--- src/rtl/cpu_pkg.sv ---
// Shared definitions for the 8-bit bus CPU: opcodes, T-state encoding and
// control-word bit positions used by the sequencer and the datapath top.
package cpu_pkg;

    localparam int unsigned OP_W = 4;
    localparam int unsigned ST_W = 7;

    localparam logic [OP_W-1:0] OP_LDA = 4'h0;
    localparam logic [OP_W-1:0] OP_ADD = 4'h1;
    localparam logic [OP_W-1:0] OP_SUB = 4'h2;
    localparam logic [OP_W-1:0] OP_JMP = 4'h3;
    localparam logic [OP_W-1:0] OP_JC  = 4'h4;
    localparam logic [OP_W-1:0] OP_OUT = 4'hE;
    localparam logic [OP_W-1:0] OP_HLT = 4'hF;

    // One-hot T-state ring plus the absorbing HALT state
    typedef enum logic [ST_W-1:0] {
        ST_T1   = 7'b000_0001,
        ST_T2   = 7'b000_0010,
        ST_T3   = 7'b000_0100,
        ST_T4   = 7'b000_1000,
        ST_T5   = 7'b001_0000,
        ST_T6   = 7'b010_0000,
        ST_HALT = 7'b100_0000
    } tstate_t;

    localparam int unsigned CW_PC_INC  = 0;
    localparam int unsigned CW_PC_OUT  = 1;
    localparam int unsigned CW_PC_LD   = 2;
    localparam int unsigned CW_MAR_LD  = 3;
    localparam int unsigned CW_RAM_OUT = 4;
    localparam int unsigned CW_IR_LD   = 5;
    localparam int unsigned CW_IR_OUT  = 6;
    localparam int unsigned CW_A_LD    = 7;
    localparam int unsigned CW_A_OUT   = 8;
    localparam int unsigned CW_B_LD    = 9;
    localparam int unsigned CW_ALU_OUT = 10;
    localparam int unsigned CW_ALU_CUT = 11;
    localparam int unsigned CW_OUT_LD  = 12;
    localparam int unsigned CW_HALT    = 13;
    localparam int unsigned CW_W       = 14;

    typedef logic [CW_W-1:0] cw_t;

endpackage

--- src/rtl/ctrl_ring.sv ---
// Six-phase T-state ring counter; T4 diverts into HALT on a halt request,
// and HALT is only left through reset.
module ctrl_ring
    import cpu_pkg::*;
(
    input  logic            clk,
    input  logic            rst_n,
    input  logic            halt_req,
    output logic [ST_W-1:0] state
);

    tstate_t state_q;

    always_ff @(posedge clk or negedge rst_n) begin
        if (!rst_n) begin
            state_q <= ST_T1;
        end else begin
            case (state_q)
                ST_T1:   state_q <= ST_T2;
                ST_T2:   state_q <= ST_T3;
                ST_T3:   state_q <= ST_T4;
                ST_T4:   state_q <= halt_req ? ST_HALT : ST_T5;
                ST_T5:   state_q <= ST_T6;
                ST_T6:   state_q <= ST_T1;
                ST_HALT: state_q <= ST_HALT;
                default: state_q <= ST_T1;
            endcase
        end
    end

    assign state = state_q;

endmodule

--- src/rtl/ctrl_seq.sv ---
// Controller-sequencer: decodes opcode and T-state into the control word and
// keeps the carry flag consumed by conditional jump.
module ctrl_seq
    import cpu_pkg::*;
(
    input  logic       ctrl_clk,
    input  logic       ctrl_rst_n,
    input  logic [7:0] ctrl_ir,
    input  logic       ctrl_alu_cy,
    output logic       ctrl_pc_inc,
    output logic       ctrl_pc_out,
    output logic       ctrl_pc_ld,
    output logic       ctrl_mar_ld,
    output logic       ctrl_ram_out,
    output logic       ctrl_ir_ld,
    output logic       ctrl_ir_out,
    output logic       ctrl_a_ld,
    output logic       ctrl_a_out,
    output logic       ctrl_b_ld,
    output logic       ctrl_alu_out,
    output logic       ctrl_alu_cut,
    output logic       ctrl_out_ld,
    output logic       ctrl_halt,
    output logic       ctrl_cy_flag
);

    logic [ST_W-1:0] state;
    logic [OP_W-1:0] opcode;
    logic            halt_req;
    logic            cy_flag;
    logic            is_arith;
    cw_t             cw;
    cw_t             cw_out;
    logic            unused_operand;

    assign opcode         = ctrl_ir[7:4];
    assign unused_operand = ^ctrl_ir[3:0];
    assign is_arith       = (opcode == OP_ADD) || (opcode == OP_SUB);
    assign halt_req       = (state == ST_T4) && (opcode == OP_HLT);

    ctrl_ring u_ring (
        .clk      (ctrl_clk),
        .rst_n    (ctrl_rst_n),
        .halt_req (halt_req),
        .state    (state)
    );

    // Carry/borrow captured only at the end of an ADD/SUB write-back
    always_ff @(posedge ctrl_clk or negedge ctrl_rst_n) begin
        if (!ctrl_rst_n) begin
            cy_flag <= 1'b0;
        end else if ((state == ST_T6) && is_arith) begin
            cy_flag <= ctrl_alu_cy;
        end
    end

    always_comb begin
        cw = '0;
        case (state)
            ST_T1: begin
                cw[CW_PC_OUT] = 1'b1;
                cw[CW_MAR_LD] = 1'b1;
            end
            ST_T2: cw[CW_PC_INC] = 1'b1;
            ST_T3: begin
                cw[CW_RAM_OUT] = 1'b1;
                cw[CW_IR_LD]   = 1'b1;
            end
            ST_T4: begin
                case (opcode)
                    OP_LDA, OP_ADD, OP_SUB: begin
                        cw[CW_IR_OUT] = 1'b1;
                        cw[CW_MAR_LD] = 1'b1;
                    end
                    OP_JMP: begin
                        cw[CW_IR_OUT] = 1'b1;
                        cw[CW_PC_LD]  = 1'b1;
                    end
                    OP_JC: begin
                        cw[CW_IR_OUT] = cy_flag;
                        cw[CW_PC_LD]  = cy_flag;
                    end
                    OP_OUT: begin
                        cw[CW_A_OUT]  = 1'b1;
                        cw[CW_OUT_LD] = 1'b1;
                    end
                    OP_HLT:  cw[CW_HALT] = 1'b1;
                    default: cw = '0;
                endcase
            end
            ST_T5: begin
                case (opcode)
                    OP_LDA: begin
                        cw[CW_RAM_OUT] = 1'b1;
                        cw[CW_A_LD]    = 1'b1;
                    end
                    OP_ADD, OP_SUB: begin
                        cw[CW_RAM_OUT] = 1'b1;
                        cw[CW_B_LD]    = 1'b1;
                    end
                    default: cw = '0;
                endcase
            end
            ST_T6: begin
                if (is_arith) begin
                    cw[CW_ALU_OUT] = 1'b1;
                    cw[CW_A_LD]    = 1'b1;
                    cw[CW_ALU_CUT] = (opcode == OP_SUB);
                end
            end
            ST_HALT: cw[CW_HALT] = 1'b1;
            default: cw = '0;
        endcase
    end

    // Strobes drop with reset without waiting for a clock edge
    assign cw_out = ctrl_rst_n ? cw : '0;

    assign ctrl_pc_inc  = cw_out[CW_PC_INC];
    assign ctrl_pc_out  = cw_out[CW_PC_OUT];
    assign ctrl_pc_ld   = cw_out[CW_PC_LD];
    assign ctrl_mar_ld  = cw_out[CW_MAR_LD];
    assign ctrl_ram_out = cw_out[CW_RAM_OUT];
    assign ctrl_ir_ld   = cw_out[CW_IR_LD];
    assign ctrl_ir_out  = cw_out[CW_IR_OUT];
    assign ctrl_a_ld    = cw_out[CW_A_LD];
    assign ctrl_a_out   = cw_out[CW_A_OUT];
    assign ctrl_b_ld    = cw_out[CW_B_LD];
    assign ctrl_alu_out = cw_out[CW_ALU_OUT];
    assign ctrl_alu_cut = cw_out[CW_ALU_CUT];
    assign ctrl_out_ld  = cw_out[CW_OUT_LD];
    assign ctrl_halt    = cw_out[CW_HALT];
    assign ctrl_cy_flag = cy_flag;

endmodule

--- config.mk ---
export PLATFORM = sky130hd
export DESIGN_NAME = ctrl_seq
export DESIGN_NICKNAME = d
export VERILOG_FILES = /design/src/rtl/cpu_pkg.sv /design/src/rtl/ctrl_ring.sv /design/src/rtl/ctrl_seq.sv
export SDC_FILE = /design/constraint.sdc
export NUM_CORES = 1
export LEC_CHECK = 0
export CAP_MARGIN = 20
export CORE_UTILIZATION = 42
export CTS_CLUSTER_DIAMETER = 200
export DETAILED_ROUTE_END_ITERATION = 6
export HOLD_SLACK_MARGIN = 0.03
export PLACE_DENSITY = 0.78
export SLEW_MARGIN = 20
export SYNTH_ARGS = -nofsm -noshare
export SYNTH_HDL_FRONTEND = slang
export SYNTH_HIERARCHICAL = 1
export SYNTH_SLANG_ARGS = --single-unit
--- constraint.sdc ---
create_clock -name ctrl_clk -period 2.05 [get_ports ctrl_clk]
set_input_delay 0.5125 -clock ctrl_clk [delete_from_list [all_inputs] [get_ports ctrl_clk]]
set_output_delay 0.5125 -clock ctrl_clk [all_outputs]
set_load 0.05 [all_outputs]
-- Word level (Yosys, flattened, before mapping)
Index checks and enable logic that the tools add are counted.
- flip-flop bits (word level): 8
- input port bits: 11
- output and inout port bits: 15
- logic and storage cells: 45
- eq/ne operators: 13
- mux-type cells: 23
- reductions and logical operators: 7
- operator list (operator ; count):
    one-hot mux 7 bit (6 select lines) ; 1
    two-way mux 14 bit ; 1
    two-way mux 1 bit ; 11
    one-hot mux 1 bit (2 select lines) ; 5
    == test 4 x 2 -> 1 bit, second input constant ; 2
    == test 4 bit, second input constant ; 2
    one-hot mux 2 bit (2 select lines) ; 2
    == test 7 x 1 -> 1 bit, second input constant ; 1
    == test 7 x 2 -> 1 bit, second input constant ; 1
    == test 7 x 3 -> 1 bit, second input constant ; 1
    == test 7 x 4 -> 1 bit, second input constant ; 1
    == test 7 x 5 -> 1 bit, second input constant ; 1
    == test 7 x 6 -> 1 bit, second input constant ; 1
    == test 7 bit, second input constant ; 1
    two-way mux 7 bit ; 1
    == test 4 x 1 -> 1 bit, second input constant ; 1
    == test 4 x 3 -> 1 bit, second input constant ; 1
    logical NOT 4 bit ; 1
    two-way mux 2 bit ; 2
    OR reduction 4 bit ; 1
    OR reduction 3 bit ; 1
    logical AND 1 bit ; 2
    OR reduction 2 bit ; 1
    logical OR 1 bit ; 1

-- Longest topological paths before layout
Gate-level depths: netlist of run 1.
- depth in word-level cells: 5
- gate-level depth with buffers: 4
- depth with buffers taken out: 4

-- Hierarchy
Netlist of run 1, hierarchy kept.
- by module, submodules not included (module ; instances ; cells each ; area an instance (sq um)):
    ctrl_seq ; 1 ; 50 ; 360.3
    ctrl_ring ; 1 ; 26 ; 321.6

-- Worst setup path before layout of run 1
No wires, ideal clock.
- path kind: flip-flop to output port
- start point: reg u_ring.state_q[2], in the netlist u_ring/state[2]
- end point: out ctrl_mar_ld
- data arrival time: 2159 ps
- required time: 1537 ps
- setup slack: -622 ps
- cell stages (with the launch flop): 4
- buffers on the path: 0
- path through: dfrtp_1 -> nor4_1 -> nand2_1 -> o32ai_1
- cells in the longest elaborated chain, start to end: 3
- ends and longest elaborated chain (item ; RTL line ; text):
    start: declaration ; ctrl_ring.sv:12 ; tstate_t state_q;
    start signal: assignment ; ctrl_ring.sv:22 ; ST_T4: state_q <= halt_req ? ST_HALT : ST_T5;
    == test 7 x 4 -> 1 bit / == test 7 x 1 -> 1 bit (equally long branches) ; ctrl_seq.sv:59 ; case (state)
    one-hot mux 1 bit (2 select lines) (*) ; ctrl_seq.sv:59 ;
    two-way mux 14 bit (*) ; ctrl_seq.sv:117 ; assign cw_out = ctrl_rst_n ? cw : '0;
    end: declaration ; ctrl_seq.sv:13 ; output logic ctrl_mar_ld,
Mark *: on every way between the ends. The rest lies on a longest branch, timed or not.

-- Worst setup path after layout of run 1
- start point: reg u_ring.state_q[3], in the netlist u_ring/state[3]
- end point: out ctrl_pc_out
- cells in the longest elaborated chain, start to end: 3
- ends and longest elaborated chain (item ; RTL line ; text):
    == test 7 x 1 -> 1 bit ; ctrl_seq.sv:59 ;
    two-way mux 1 bit ; n/a ;
    two-way mux 14 bit ; ctrl_seq.sv:117 ;
    end: declaration ; ctrl_seq.sv:11 ; output logic ctrl_pc_out,
No other way between the ends.

==> results of run 1 <==
## where the power goes
group	switching (mW)	leakage, nW	internal [mW]
sequential	0.0889	0.0976	0.206
clock	0.0612	0.0150	0.0750
combinational	0.521	0.510	0.441
total	0.671	0.623	0.723
## per-stage QoR
step,instance area (um2),utilization
6_report,1478,0.9809
5_1_grt,1478,0.9809
2_1_floorplan,755.7,-
3_3_place_gp,1225,0.8131
4_1_cts,1366,0.9070
3_5_place_dp,1225,0.8131
## worst reg2reg max path, cell delays in order (launching register included)
cell	delay, ns
dfrtp_2	0.49
nor4b_4	0.36
buf_4	0.20
nand3_4	0.09
buf_4	0.15
buf_4	0.13
inv_1	0.08
a41o_2	0.19
## kinds of logic (layout without fill, tap and decap cells)
family,after synthesis,in the layout,share of synthesized area
and+or+nand+nor,52,52,0.5175
AOI/OAI and AO/OA,9,9,0.1174
DFF,8,8,0.2954
muxes,1,1,0.01651
xor gates and xnor gates,2,2,0.02569
buffers and inverters,4,56,0.02753
## path summary, 6_finish.rpt
check / start / end / cells past startpoint
worst max-delay path: u_ring/state[3] / ctrl_pc_out / 5
worst min-delay path: ctrl_rst_n / ctrl_cy_flag / 2
worst max register to register: u_ring/state[6] / u_ring/state[6] / 7
worst min register to register: u_ring/state[0] / u_ring/state[1] / 1
max in group asynchronous: ctrl_rst_n / u_ring/state[0] / 2
min in group ctrl_clk: u_ring/state[0] / u_ring/state[1] / 1
## registers in the layout, summed over array words and instances (netlist names)
name          cells
ctrl_cy_flag      1
u_ring/state      7
## layer usage
metal  global-route usage  vias to the layer above  part of all wire
met4               0.1813                        0             0.075
met2               0.5846                      110              0.50
met3              0.03448                       32             0.091
met5                    0                        -                 0
met1               0.4258                      478              0.33
li1                     -                      395                 -
## layout make-up
class                           count  share of cell area
Multi-Input combinational cell     64              0.4437
Clock buffer                        4             0.01778
Timing Repair Buffer               49              0.3768
Inverter                            3            0.007621
Tap cell                           16             0.01355
Sequential cell                     8              0.1406
## repair_timing
| action | 4_1_cts | 5_1_grt |
|---|---|---|
| gates resized for setup | 22 | 16 |
| setup endpoints to repair | 14 | 14 |
| pin swaps | 15 | 12 |
| buffers inserted | 5 | 8 |
## synth_stat cells (2+ instances only)
cell and n:
a211oi_2 2, dfrtp_1 7, inv_1 3, nand2_1 10, nand3_1 3, nand4b_1 2, nor2_1 8, nor2b_1 3
nor3_1 4, nor3_2 2, nor3b_1 3, nor4b_1 2, nor4b_2 2
==> impl_metrics.tcl, run 1 <==
set metrics [dict create \
    run_status "finished with violations" \
    violations "negative setup slack" \
    multi_input_area_um2 655.6 \
    cp.required_ns 1.54 \
    routabilityCongestion 0.7550 \
    drt_first_pass_iters 4 \
    hold_violations 0 \
    wire_per_inst_um 26.92 \
    yosysTopAreaCellShare 0.2569 \
    cts_tree "yes" \
    final_cell_mix "buf_4, buf_12, nand2_1" \
    tightest_slew_ns 0.4680 \
    cap_violations 0 \
    synth_edf_count 0 \
    htreeDepth 1 \
    path_cells "nor4_4 > nand2_2 > buf_6 > nor3_4 > buf_12" \
    cts.clk_slew.worst_paths_ns 0.06 \
    synthesis.nets 87 \
    ir_drop_mv 0.8288 \
    die_w_um 42.30 \
    setup_viol 14 \
    total_power_mw 1.394 \
    leakage_nw 0.6227 \
    rsz0062_at_grt "true" \
    die_area_um2 1789 \
    post-route-min-period_ns 2.277 \
    grt_pass1_wl_um 4547 \
    portBuffers 21 \
    clk_latency_ns 0.26 \
    fillers 17 \
    r2r_setup_slack_ns 0.31 \
    grt_remaining_overflow 0 \
    dp.cells 127 \
    fin_cells 144 \
    ios 26 \
    end_kind "output port" \
    cts_buffer_depth 2 \
    nets 140 \
    die_h_um 42.30 \
    layout_commonest_cell "buf_4" \
    hp-class "primary input to asynchronous set/reset pin" \
    cts_buffers 3 \
    worstSetupPathType "flop to output port" \
    fp-row-count 14 \
    synth_seq_area_share 0.2954 \
    fin_crit_sh 1.111 \
    place_ws_ns -0.4113 \
    max_stage_delay_ns 0.47 \
    path_max_fanout 5 \
    ys.flop_type "dfrtp_1" \
    hold_ws_ns 0.2176 \
    powerDensity_nw_per_um2 943.2 \
    cp_top_family "simple AND/OR/NAND/NOR gates" \
    synth-seq-cells 8 \
    drc 0 \
    num_vias 1015 \
    worst_setup_path_start_kind "flop" \
    fin_setup_tns_ns -2.137 \
    area_growth_pct 116.7 \
    slowest_stage "dfrtp_2" \
    skew_ns 0.004975 \
    via_per_inst 7.049 \
    synth_warnings 6 \
    async_flop_share 1.000 \
    start_util 0.4527 \
    drv_slew 0 \
    antennaDiodeCount 0 \
    totalWireLength_um 3876 \
    clkSinkCount 8 \
    ant_nets 0 \
    dpl.hpwl_um 1692 \
    core_um2 1506 \
    ys_types 38 \
    netlist_top_cells_area "dfrtp_1, nand2_1, nor2_1" \
    synthCells 76 \
    seq_area_um2 207.7 \
    cts-root-buf "clkbuf_4" \
    setup_ws_ns -0.2274 \
    hold_buffers 0 \
    grt_usage 0.3438 \
    grt_pass1_vias 902 \
    max-slew-margin-rel 0.6863 \
    drive_gt1_frac 0.7109 \
    crit_arrival_ns 1.76 \
    critical_path_buf_inv_count 2 \
    yosysTopAreaCell "dfrtp_1" \
    grt_max_degree 10 \
    drtIter0Drc 90 \
    fmax_mhz 439.1 \
    avgSynthCellArea_um2 8.972 \
    netlist_area_um2 681.9 \
    antenna_found_initial 0 \
]
Note: power is estimated with default switching activity, not from simulation.
==> run 2, diff against run 1 <==
--- a/config.mk
+++ b/config.mk
@@ -6,11 +6,11 @@
 export NUM_CORES = 1
 export LEC_CHECK = 0
 export CAP_MARGIN = 20
-export CORE_UTILIZATION = 42
+export CORE_UTILIZATION = 46
 export CTS_CLUSTER_DIAMETER = 200
 export DETAILED_ROUTE_END_ITERATION = 6
 export HOLD_SLACK_MARGIN = 0.03
-export PLACE_DENSITY = 0.78
+export PLACE_DENSITY = 0.84
 export SLEW_MARGIN = 20
 export SYNTH_ARGS = -nofsm -noshare
 export SYNTH_HDL_FRONTEND = slang
==> constraint.sdc (replaced) <==
create_clock -name ctrl_clk -period 2.7 [get_ports ctrl_clk]
set_input_delay 0.675 -clock ctrl_clk [delete_from_list [all_inputs] [get_ports ctrl_clk]]
set_output_delay 0.675 -clock ctrl_clk [all_outputs]
set_load 0.05 [all_outputs]
==> impl_metrics.tcl, run 2 (synthesis gave the netlist of run 1 again) <==
set metrics [dict create \
    total_power_mw 0.7644 \
    setup_ws_ns 0.01831 \
    setup_viol 0 \
    crit_end "ctrl_pc_ld" \
    cts.clk_slew.worst_paths_ns 0.06 \
    htreeDepth 1 \
    die_w_um 40.50 \
    core_um2 1334 \
    cp.required_ns 2.03 \
    via_per_inst 6.392 \
    cts_tree "yes" \
    fillers 60 \
    start_util 0.5113 \
    cts-root-buf "clkbuf_4" \
    grt_pass1_vias 633 \
    run_status "complete, no violations" \
    powerDensity_nw_per_um2 642.4 \
    r2r_setup_slack_ns 1.13 \
    wire_per_inst_um 18.04 \
    cts_buffer_depth 2 \
    max_stage_delay_ns 0.57 \
    hold_violations 0 \
    die_area_um2 1640 \
    nets 117 \
    grt_remaining_overflow 0 \
    clk_latency_ns 0.26 \
    drc 0 \
    startpoint "ctrl_ir[4]" \
    routabilityCongestion 0.7295 \
    drtIter0Drc 16 \
    fin_util 0.8921 \
    ir_drop_mv 0.5079 \
    grt_usage 0.2609 \
    placed_area_um2 1105 \
    area_growth_pct 74.50 \
    drt_first_pass_iters 4 \
    ios 26 \
    antennaDiodeCount 0 \
    path_max_fanout 4 \
    leakage_nw 0.5116 \
    r2r_end "ctrl_cy_flag" \
    post-route-min-period_ns 2.682 \
    fin_crit_sh 0.9932 \
    num_vias 767 \
    fmax_mhz 372.9 \
    end_kind "output port" \
    dp.cells 116 \
    crit_arrival_ns 2.01 \
    layout_commonest_cell "buf_12" \
    path_cells "clkdlybuf4s50_1 > buf_4 > and3b_2 > a31oi_1 > nor3_2 > buf_12" \
    antenna_found_initial 0 \
    skew_ns 0.005609 \
    max-slew-margin-rel 0.6691 \
    worst_setup_path_start_kind "primary input" \
    fp-row-count 13 \
    cap_violations 0 \
    clkSinkCount 8 \
    grt_pass1_wl_um 2808 \
    final_cell_mix "buf_12, nand2_1, dfrtp_1" \
    totalWireLength_um 2165 \
    cts_buffers 3 \
    reg2reg_depth 3 \
    ant_nets 0 \
    drive_gt1_frac 0.4667 \
    final_area_um2 1190 \
    place_ws_ns -0.08315 \
    dpl.hpwl_um 1346 \
    grt_max_degree 13 \
    largest_register_ffs 7 \
    reg2reg_from "u_ring/state[2]" \
    hp-class "primary input to asynchronous set/reset pin" \
    fin_setup_tns_ns 0 \
    slowest_stage "clkdlybuf4s50_1" \
    drv_slew 0 \
    fin_cells 120 \
    portBuffers 21 \
    tightest_slew_ns 0.4947 \
    hold_ws_ns 0.3932 \
    die_h_um 40.50 \
    worstSetupPathType "primary input to output port" \
]
[run 2: cell count changes in the layout (fill, tap and decap cells not counted), sizes merged]
| cell | previous run | this run |
|---|---|---|
| dlygate4sd2 | 1 | 0 |
| clkdlybuf4s50 | 1 | 3 |
| clkbuf | 8 | 4 |
| dlymetal6s2s | 0 | 4 |
| buf | 43 | 19 |
[run 2: worst max-delay path: cells and delay by family]
kind                   cells  cell delay (ns)
AOI/OAI and AO/OA          1             0.05
buffers and inverters      3             0.91
and+or+nand+nor            2             0.37
[run 2: per-layer routing]
layer / vias up / track usage / wire, um
met5: - / 0 / 0
met3: 4 / 0.01667 / 105
li1: 344 / - / -
met4: 0 / 0.1250 / 25
met1: 374 / 0.3333 / 852
met2: 45 / 0.4405 / 1182
[run 2: worst min path at each step]
stage,slack [ns],endpoint,startpoint,cells past startpoint
CTS,0.56,ctrl_cy_flag,ctrl_cy_flag,1
detailed placement,0.55,ctrl_cy_flag,ctrl_cy_flag,1
global placement,0.54,ctrl_cy_flag,ctrl_cy_flag,1
floorplan,0.38,ctrl_cy_flag,ctrl_rst_n,0
finish,0.39,u_ring/state[5],ctrl_rst_n,2
global route,0.40,u_ring/state[5],ctrl_rst_n,2
[run 2: timing repair]
item	CTS	global route
buffers inserted	0	0
endpoints found under the setup margin	4	13
gates resized for setup	3	11
pin swaps	1	4
hold buffers	0	0
[run 2: where the power goes]
part           leakage (nW)  total (mW)  switching [mW]  internal, mW
registers             0.106       0.246          0.0921         0.154
clock network        0.0150       0.102          0.0450        0.0568
logic                 0.391       0.417           0.225         0.192
total                 0.512       0.764           0.362         0.403
[run 2: cell type report]
cell class              count  area, um2  share of cell area
multi-input cells          64      530.5              0.4458
repair buffers             26      401.6              0.3375
flip-flops and latches      8      201.4              0.1693
clock buffers               4      26.28             0.02208
well taps                  15      18.77             0.01577
inverters                   3      11.26            0.009464
==> run 3, diff against run 2 <==
--- a/config.mk
+++ b/config.mk
@@ -5,7 +5,6 @@
 export SDC_FILE = /design/constraint.sdc
 export NUM_CORES = 1
 export LEC_CHECK = 0
-export CAP_MARGIN = 20
 export CORE_UTILIZATION = 46
 export CTS_CLUSTER_DIAMETER = 200
 export DETAILED_ROUTE_END_ITERATION = 6
==> results of run 3 <==
No change in the layout: final DEF, timing and power equal those of run 2.
